==> src/rtl/instr_fetch_unit.sv <==
// instr_fetch_unit: PC register and one-outstanding-request instruction fetch sequencer
module instr_fetch_unit #(
  parameter logic [31:0] RESET_PC = 32'h0000_0000,
  parameter logic ALIGN_CHECK = 1'b1
) (
  input  logic        clk,
  input  logic        reset,
  output logic        imem_req_valid,
  output logic [31:0] imem_req_addr,
  input  logic        imem_req_ready,
  input  logic        imem_resp_valid,
  input  logic [31:0] imem_resp_data,
  output logic        instr_valid,
  output logic [31:0] instr_data,
  output logic [31:0] instr_addr,
  input  logic        instr_ready,
  input  logic [31:0] next_pc,
  output logic        fetch_fault,
  output logic [31:0] retire_count
);
  typedef enum logic [1:0] {REQ, WAIT, HOLD, FAULT} state_t;
  state_t state, state_nx;
  logic [31:0] pc;
  logic retire, misaligned;
  assign retire = state == HOLD && instr_ready;
  assign misaligned = ALIGN_CHECK && next_pc[1:0] != 2'b00;
  assign imem_req_valid = state == REQ && !reset;
  assign imem_req_addr = pc;
  assign instr_valid = state == HOLD && !reset;
  assign instr_addr = pc;
  always_comb begin
    state_nx = FAULT;
    state_nx = state == REQ  ? (imem_req_ready ? WAIT : REQ) :
               state == WAIT ? (imem_resp_valid ? HOLD : WAIT) :
               state == HOLD ? (instr_ready ? (misaligned ? FAULT : REQ) : HOLD) : FAULT;
  end
  always_ff @(posedge clk) begin
    if (reset) begin
      state <= REQ;
      pc <= RESET_PC;
      instr_data <= 32'h0;
      fetch_fault <= 1'b0;
      retire_count <= 32'h0;
    end else begin
      state <= state_nx;
      if (state == WAIT && imem_resp_valid) instr_data <= imem_resp_data;
      if (retire) begin
        retire_count <= retire_count + 32'd1;
        pc <= misaligned ? next_pc : {next_pc[31:2], 2'b00};
        fetch_fault <= fetch_fault | misaligned;
      end
    end
  end
endmodule

==> config.mk <==
export PLATFORM = sky130hd
export DESIGN_NAME = instr_fetch_unit
export DESIGN_NICKNAME = d
export VERILOG_FILES = /design/src/rtl/instr_fetch_unit.sv
export SDC_FILE = /design/constraint.sdc
export NUM_CORES = 1
export LEC_CHECK = 0
export ABC_AREA = 1
export BUFFER_PORTS_ARGS = -buffer_cell sky130_fd_sc_hd__buf_2
export CAP_MARGIN = 20
export CORE_MARGIN = 5
export CORE_UTILIZATION = 43
export CTS_CLUSTER_SIZE = 10
export DETAILED_ROUTE_END_ITERATION = 8
export PLACE_DENSITY = 0.74
export SLEW_MARGIN = 30
export SYNTH_ARGS = -nofsm -noshare
export SYNTH_HDL_FRONTEND = slang
export SYNTH_SLANG_ARGS = --single-unit
==> constraint.sdc <==
create_clock -name clk -period 2 [get_ports clk]
set_input_delay 0.4 -clock clk [delete_from_list [all_inputs] [get_ports clk]]
set_output_delay 0.4 -clock clk [all_outputs]
set_load 0.05 [all_outputs]
==> impl_results.md <==
- Status: finished clean
- TNS Setup: 0 ns
- Final hold vios: 0
- Cells on Worst Hold Path: 3
- Clk Latency, worst-skew pair: 0.35 ns
- Reg2Reg Launch Point: retire_count[0]
- Slowest stage cell on the critical path: dfxtp_1
- DR pass1 iterations: 4
- Clk sinks: 99
- WL/cell: 12.9 um
- Post-Synthesis Cells: 608
- Root cell of the clock tree: clkbuf_8
- Crit path max fanout: 4
- Register Area: 1980 um2
- Combinational share of power: 35.9%
- Iter 0 DRT Violations: 387
- Setup WS pre-CTS: 0.271 ns
- CP top delay family: buffers and inverters
- Layout Cells excl Fill: 906
- DRT antenna net count: 0
- Fmax achieved: 592 MHz
- Yosys warns: 0
- Clock share of power: 22.3%
- Worst hold start: imem_req_ready
- Area Overhead vs Synth: 24.8%
- Placer Congestion: 0.911
- Worst-path clk slew: 0.08 ns
- Synth Net Count: 678
- Psw: 2.35 mW
- Sequential share of power: 41.8%
- Yosys top cell area share: 45.5%
- Die area: 12200 um2
- Max VDD drop: 641 uV
- Pwr Density: 1040 nW/um2
- Min setup slack post-route: 0.311 ns
- GRT Total Usage: 18.8%
- Antenna violations before repair: 0
- Worst EP arrival: 1.29 ns
- Initial Utilization: 44.3%
- Worst slew margin: 73.7%
- Largest net degree at the start of global routing: 49
- Layout Skew: 0.0109 ns
- Nets: 837
- Gr ovfl total: 0
- R2r setup slk: 0.38 ns
- Leakage: 2.56 nW
- Core Region: 9820 um2
- Most frequent cell after synthesis: nand2_1
- Placed cells: 889
- Largest cells by area after synthesis: dfxtp_1, nand2_1, a21oi_1
- Top_reg_cell synth: dfxtp_1
- # Post-CTS Setup Buffers: 0
- WS Path Type: flop to primary output
- Seq/Total Area, Yosys: 45.5%
- Crit path time final: 1.69 ns
- Port-buffer cells: 199
- Residual DRC count: 0
- Post-layout util: 55.3%
- RSZ-0062 raised after global routing: false
- Distinct cells, synth: 28
- Cell Chain, Critical Path: inv_1 > nand2_1 > nor2_1 > buf_2
- Internal: 3.28 mW
- Final setup violation count: 0
- Commonest cells in the netlist: nand2_1, dfxtp_1, a21oi_1
- Critical Path Source Type: flop
- Via Count: 4310
- Tightest Hold Check Type: input pin to flop
- Routed wire length: 11700 um
- Reg2reg end: retire_count[28]
- Tightest Pin Transition: 0.392 ns
- Buf/Inv on CP: 2
- First-pass GRT wire length: 19400 um
- Netlist Area Pre-Place: 4350 um2
- Sw frac: 41.7%
- Die Y: 111 um
- Share of cells above drive strength 1: 30.3%
- Critical path launch point: state[1]
- Fill cells: 980
- CTS tree: yes
- MaxCap Viol Count: 0
- Max stage delay on crit path: 0.35 ns
- Die width: 111 um
- Cell Rows: 36
- Number of synthesized register bits: 99
- CP Data Required Time: 1.60 ns
- Number of global-route vias before repair: 4113
- Async SR Flop Fraction: 0%
- Synth area leader: dfxtp_1
- Post-CTS resize count: 0
- Synth Area per Inst: 7.16 um2
- Final Max Slew Viols: 0
- Worst hold endpoint: state[0]
- HPWL after DPL: 8990 um
- Area of the multi-input gates: 1740 um2
- Num ports: 200
- Worst-case clock buffer depth: 2
- CTS Buf Count: 9
- PnR Total Power: 5.64 mW
- Period utilisation layout: 84.4%
- FF-to-FF path depth: 9
- CTS H-tree lvls: 3
- Hold_buf cts: 0
- Post-synth EDFFs: 0
- Crit. End Element: primary output
- Drt via density: 4.76
cell usage in the layout (no fill, tap or decap), types with 2 or more instances in the layout:
master / instances
clkbuf_1: 4
o21ai_0: 37
inv_1: 70
nor2_4: 5
dfxtp_1: 99
nand2_2: 3
a211oi_1: 2
nor2_2: 3
buf_4: 5
nor3_1: 4
nor3b_1: 2
nand3_1: 23
xor2_1: 5
buf_12: 2
buf_2: 199
inv_2: 3
a21oi_1: 77
nand3_2: 2
clkbuf_8: 10
nor2_1: 63
o21ai_1: 2
nand4_1: 8
nand2_1: 137
power groups by stage:
stage | Clock, mW | Sequential, mW | Combinational (mW)
after floorplan | 0 | 3.17 | 0.849
after global placement | 0 | 2.39 | 2.02
after detailed placement | 0 | 2.40 | 2.04
after CTS | 1.31 | 2.36 | 2.04
after global routing | 1.40 | 2.39 | 2.16
final | 1.26 | 2.36 | 2.02
worst reg2reg max path, delay by kind of cell (launching register included):
kind / cells / cell delay [ns]
simple gates: 8 / 0.97
flops: 1 / 0.40
fa+ha+maj: 1 / 0.21
cell type report:
cell class                      count  area share, %
Inverter                           73           5.05
Clock inverter                      2          0.645
Clock buffer                       14           2.81
Sequential cell                    99           36.5
Timing Repair Buffer              206           19.8
Antenna cell                        1         0.0461
Tap cell                          133           3.06
Multi-Input combinational cell    378           32.1
metal layers:
metal	track usage, %	routed length [um]
met1	21.6	4950
met2	31.8	5430
met3	6.51	1050
met4	7.47	275
met5	0	0
sequential cells by signal, summed over array words and instances, names as in the netlist:
register	flops
state	2
fetch_fault	1
retire_count	32
imem_req_addr	32
instr_data	32
cells by family after synthesis:
| logic type | synth area share [%] |
|---|---|
| flops | 45.5 |
| fa+ha+maj | 0.287 |
| simple gates | 24.5 |
| buf+inv | 14.5 |
| compound gates | 14.2 |
| xor+xnor | 1.01 |
worst max-delay path by stage:
stage / to / slack, ns / cells past startpoint
after CTS: imem_req_valid / 0.29 / 4
after global placement: retire_count[8] / 0.36 / 6
final: imem_req_valid / 0.31 / 4
after detailed placement: retire_count[6] / 0.27 / 6
after floorplan: instr_valid / 0.03 / 4
after global routing: retire_count[28] / 0.14 / 9
stage by stage:
stage	hold WS (ns)	instance area, um2
after floorplan	0.513	4350
after CTS	0.245	5430
final	0.262	5430
after global placement	0.428	5240
after global routing	0.246	5430
after detailed placement	0.432	5240
Power figures use the tool's default switching activity.
